## config.mk

```make
export PLATFORM = sky130hd
export DESIGN_NAME = if_id_hazard_da
export DESIGN_NICKNAME = d
export VERILOG_FILES = /design/src/rtl/if_id_hazard_da.sv
export SDC_FILE = /design/constraint.sdc
export NUM_CORES = 1
export LEC_CHECK = 0
export BUFFER_PORTS_ARGS = -buffer_cell sky130_fd_sc_hd__buf_2
export CAP_MARGIN = 20
export CORE_AREA = 2 2 92 94
export CTS_CLUSTER_DIAMETER = 40
export DETAILED_ROUTE_END_ITERATION = 8
export DIE_AREA = 0 0 94 96
export GPL_TIMING_DRIVEN = 0
export PLACE_DENSITY_LB_ADDON = 0.3
export SYNTH_ARGS = -nofsm -noshare
export SYNTH_HDL_FRONTEND = slang
export SYNTH_SLANG_ARGS = --single-unit
```

## constraint.sdc

```tcl
create_clock -name clk -period 4.4 [get_ports clk]
set_clock_uncertainty 0.1 [all_clocks]
set_input_delay 0.22 -clock clk [delete_from_list [all_inputs] [get_ports clk]]
set_output_delay 0.22 -clock clk [all_outputs]
set_load 0.05 [all_outputs]
```

## src/rtl/if_id_hazard_da.sv

```systemverilog
// IF/ID pipeline register with the ID-stage hazard controller.
// Holds the fetched instruction and PC+4 for decode, squashes it on a taken
// branch, and stalls fetch/bubbles ID/EX on load-use and branch-operand
// hazards. Also keeps saturating stall and flush event counters.
//
// Ports:
//   clk, reset          rising-edge clock, synchronous active-high reset
//   if_instr, if_pc4    instruction and PC+4 from fetch
//   if_flush_n          0 = taken branch, squash the IF/ID slot
//   id_ex_mem_read      EX instruction is a load
//   id_ex_reg_write     EX instruction writes a register
//   id_ex_dest          EX destination register
//   id_ex_valid         EX slot holds a real instruction
//   if_id_instr/pc4     registered instruction and PC+4 for decode
//   if_id_valid         decode slot holds a real instruction
//   pc_write            PC update enable (0 = hold PC)
//   id_ex_bubble        zero the control signals entering ID/EX
//   stall_count         saturating count of stall cycles
//   flush_count         saturating count of flush events
module if_id_hazard_da #(
    parameter logic [5:0]  BRANCH_OPCODE = 6'b000100,
    parameter logic [31:0] NOP_INSTR     = 32'h0000_0000,
    parameter int          CNT_W         = 16
) (
    input  logic             clk,
    input  logic             reset,
    input  logic [31:0]      if_instr,
    input  logic [31:0]      if_pc4,
    input  logic             if_flush_n,
    input  logic             id_ex_mem_read,
    input  logic             id_ex_reg_write,
    input  logic [4:0]       id_ex_dest,
    input  logic             id_ex_valid,
    output logic [31:0]      if_id_instr,
    output logic [31:0]      if_id_pc4,
    output logic             if_id_valid,
    output logic             pc_write,
    output logic             id_ex_bubble,
    output logic [CNT_W-1:0] stall_count,
    output logic [CNT_W-1:0] flush_count
);

    typedef enum logic {
        IDLE  = 1'b0,
        HOLD1 = 1'b1
    } state_t;

    localparam logic [CNT_W-1:0] CNT_ONE = {{(CNT_W-1){1'b0}}, 1'b1};

    state_t     state;
    state_t     state_next;
    logic       stall;
    logic       flush;
    logic [5:0] op;
    logic [4:0] rs;
    logic [4:0] rt;
    logic       gate;
    logic       is_br;
    logic       lu;
    logic       br_alu;
    logic       br_ld;

    assign flush = ~if_flush_n;
    assign op    = if_id_instr[31:26];
    assign rs    = if_id_instr[25:21];
    assign rt    = if_id_instr[20:16];

    // $0 and bubbles on either side can never create a dependency.
    assign gate  = if_id_valid & id_ex_valid & (id_ex_dest != 5'd0);
    assign is_br = (op == BRANCH_OPCODE);

    assign lu     = gate & id_ex_mem_read
                  & ((id_ex_dest == rs) | (id_ex_dest == rt));
    assign br_alu = gate & is_br & id_ex_reg_write & ~id_ex_mem_read
                  & (id_ex_dest == rs);
    // A branch on a loaded value waits until the load data is in WB,
    // hence one extra cycle held in HOLD1.
    assign br_ld  = gate & is_br & id_ex_mem_read & (id_ex_dest == rs);

    always_comb begin
        state_next = state;
        stall      = 1'b0;
        unique case (state)
            IDLE: begin
                stall = lu | br_alu | br_ld;
                if (br_ld) begin
                    state_next = HOLD1;
                end
            end
            HOLD1: begin
                stall      = 1'b1;
                state_next = IDLE;
            end
            default: begin
                state_next = IDLE;
            end
        endcase
    end

    assign pc_write     = ~stall;
    assign id_ex_bubble = stall;

    always_ff @(posedge clk) begin
        if (reset) begin
            state <= IDLE;
        end else if (flush) begin
            state <= IDLE;
        end else begin
            state <= state_next;
        end
    end

    always_ff @(posedge clk) begin
        if (reset) begin
            if_id_instr <= NOP_INSTR;
            if_id_pc4   <= 32'd0;
            if_id_valid <= 1'b0;
        end else if (flush) begin
            if_id_instr <= NOP_INSTR;
            if_id_pc4   <= 32'd0;
            if_id_valid <= 1'b0;
        end else if (!stall) begin
            if_id_instr <= if_instr;
            if_id_pc4   <= if_pc4;
            if_id_valid <= 1'b1;
        end
    end

    // A flushed cycle is not counted as a stall even if stall was high.
    always_ff @(posedge clk) begin
        if (reset) begin
            stall_count <= '0;
            flush_count <= '0;
        end else begin
            if (flush && (flush_count != '1)) begin
                flush_count <= flush_count + CNT_ONE;
            end
            if (!flush && stall && (stall_count != '1)) begin
                stall_count <= stall_count + CNT_ONE;
            end
        end
    end

endmodule

```

==> results.md <==
- Area leader, netlist: dfxtp_1
- Drt first-iter violations: around 160
- Area grow syn2layout: 44.7%
- Switch Pwr: 0.000521 W
- Synth top area share: 48.6%
- Final TNS setup: 0 ns
- Power Density: around 320 mW/mm2
- CP arrival: roughly 2.3 ns
- WP data required: roughly 4.1 ns
- Port Buf Inserts: 173
- Tmin final: 2.62 ns
- Slew Viols, Final: 0
- Nets: 820
- RSZ-0062 raised after global routing: no
- Final setup viols: 0
- Synth Cell Area: 0.00404 mm2
- Mapped Nets: 578
- Starting Density: 50.2%
- Min Hold Slack: 0.00257 ns
- Logic gate share of total power: 14.5%
- Peak VDD IR: ~0.00018 V
- Commonest cells in the netlist: nand2_1 (143), dfxtp_1 (98), a21oi_1 (71)
- Share of layout cells above drive strength 1: between 20% and 30%
- P_int: 0.00134 W
- Status: completed
- Post-CTS sizing: 0
- CTS tree: done
- CP Launch Type: flop
- Total core area: around 0.0081 mm2
- Main combinational cell family by area after synthesis: simple AND/OR/NAND/NOR gates
- Dominant cells by area after synthesis: dfxtp_1 (49%), nand2_1 (13%), a21oi_1 (8.8%), nor2_1 (3.0%), xor2_1 (2.8%)
- Dpl cell area: 0.00504 mm2
- Register area share after synthesis: 48.6%
- Max_slew headroom: 67.7%
- Area of the die: between 0.009 and 0.01 mm2
- Final WL: 11700 um
- Final Hold Vio Count: 0
- Synth Area in Compound Gates: between 10 and 15%
- Post-CTS Hold Fix Bufs: slightly below 60
- CTS H-tree depth: 3
- Drt pass-1 iters: 4
- Max-cap check violation count: 0
- Period Utilization, post-route: 59.5%
- Synthesized-area fraction occupied by adder cells: 0.620%
- Via density: 5.13
- Clk slew on worst S/H paths: about 0.10 ns
- Number of setup buffers added after CTS: 0
- Post-synthesis simple-gate area fraction: between 20 and 30%
- Worst skew pair latency: 0.36 ns
- Crit. End Element: output port
- Sequential power share: 49.9%
- Fillers: 624
- Xor and xnor area share after synthesis: 5.42%
- Gp weighted congestion: ~0.83
- TritonCTS Sinks: 98
- Largest net degree at the start of global routing: 19
- Final instance area: 0.00585 mm2
- Synthesized flop and latch total: 98
- Total GRT Usage: between 20% and 30%
- Hold Path Class: in -> reg
- Initial antenna violation count: 0
- Max FO, Critical Path: 10
- Crit path kind: reg -> out
- Synth Flop Type: dfxtp_1
- Clk buf depth: 2
- First-pass GRT wire length: between 15000 and 20000 um
- Switching share of power: between 20% and 30%
- Most common cell in the synthesized netlist: nand2_1
- Vias in the first global route: 3915
- # IOs: roughly 170
- Mux contribution to synthesized area: about 3%
- Async S/R FF share, synth: 0%
- Diodes inserted: 0
- Routed Antenna Nets: 0
- Die H: 96 um
- Std-Cell Rows: 33
- Via count: between 4000 and 5000
- Syn Area/Cell: 8.06 um2
- Achievable Freq: 382 MHz
- Synth cell types: 41
- CTS Root Cell: clkbuf_8
- Num CTS Buffers: 9
- Clock Power Share: 35.6%
- Synth warnings: 0
- Die Width: 94 um
- Drt wl/cell: about 14 um
- Mapped Cells: roughly 500
- Worst-margin pin slew: ~0.48 ns
- GR Overflow Total: 0
- Lkg Pwr: 2.80 nW
- DRC Markers: 0
- Post-DP HPWL: 7990 um
- Post-synth EDFFs: 0
[registers in the layout (all words and copies together) (netlist names)]
name / cells
if_id_instr: 32
if_id_pc4: 32
flush_count: 16
stall_count: 16
if_id_valid: 1
state: 1
[layout make-up]
class	count	area (um2)	area share, %
Clock buffer	9	124	2.12
Sequential cell	98	1960	33.6
Clock inverter	7	105	1.80
Multi-Input combinational cell	369	1930	33.0
Inverter	4	15.0	0.257
Timing Repair Buffer	231	1450	24.7
Buffer	30	133	2.27
Tap cell	105	131	2.25
[cell families (layout without fill, tap and decap cells)]
kind of cell,Yosys count,in the layout
xor+xnor,25,25
flops,98,98
fa+ha+maj,2,2
mux,11,11
simple gates,247,247
compound gates,84,84
buf+inv,34,281
[cell usage in the layout, fill, tap and decap left out, drive strengths merged, types with 5 or more instances in the layout]
cell type      n
dlygate4sd3   58
nor2          32
dfxtp         98
mux2           9
and3          12
nor2b          9
or3            5
clkbuf        22
inv            8
nand4         12
nand2        144
nor3           6
xnor2         12
xor2          13
nand3         14
buf          190
a21oi         71
[through the flow]
step	util, %	setup slack [ns]	cells	total power, W
global placement	62.5	2.14	779	0.00117
CTS	72.6	1.74	853	0.00187
floorplan	-	2.06	501	0.00110
detailed placement	62.5	2.12	779	0.00118
finish	72.6	1.78	853	0.00187
global route	72.6	1.61	853	0.00193
[worst max-delay path, cell delays in order (launching register included)]
cell,delay [ns]
dfxtp_1,0.35
nor4b_2,0.28
nand2_1,0.12
nor4_2,0.21
a211o_2,0.17
buf_2,0.24
buf_2,0.26
buf_2,0.30
[layer usage]
metal	share of wire [%]	track usage [%]
met4	1.8	9.90
met5	0	0
met1	41	30.5
met2	50	45.0
met3	6.7	4.23
[path summary, 6_finish.rpt]
check | from | end | slack (ns) | cells past startpoint
worst max-delay path | if_id_instr[31] | id_ex_bubble | 1.78 | 7
worst min-delay path | if_pc4[12] | if_id_pc4[12] | 0.003 | 3
worst max register to register | if_id_instr[31] | if_id_instr[25] | 2.17 | 8
worst min register to register | if_id_pc4[20] | if_id_pc4[20] | 0.36 | 2
[power by group through the flow]
stage          Combinational [W]  Clock (W)  Sequential (W)
5_1_grt                 0.000290   0.000706        0.000934
3_3_place_gp            0.000224          0        0.000950
4_1_cts                 0.000268   0.000676        0.000930
6_report                0.000270   0.000664        0.000931
2_1_floorplan          0.0000575          0         0.00104
3_5_place_dp            0.000228          0        0.000951
Note: power is estimated with default switching activity, not from simulation.
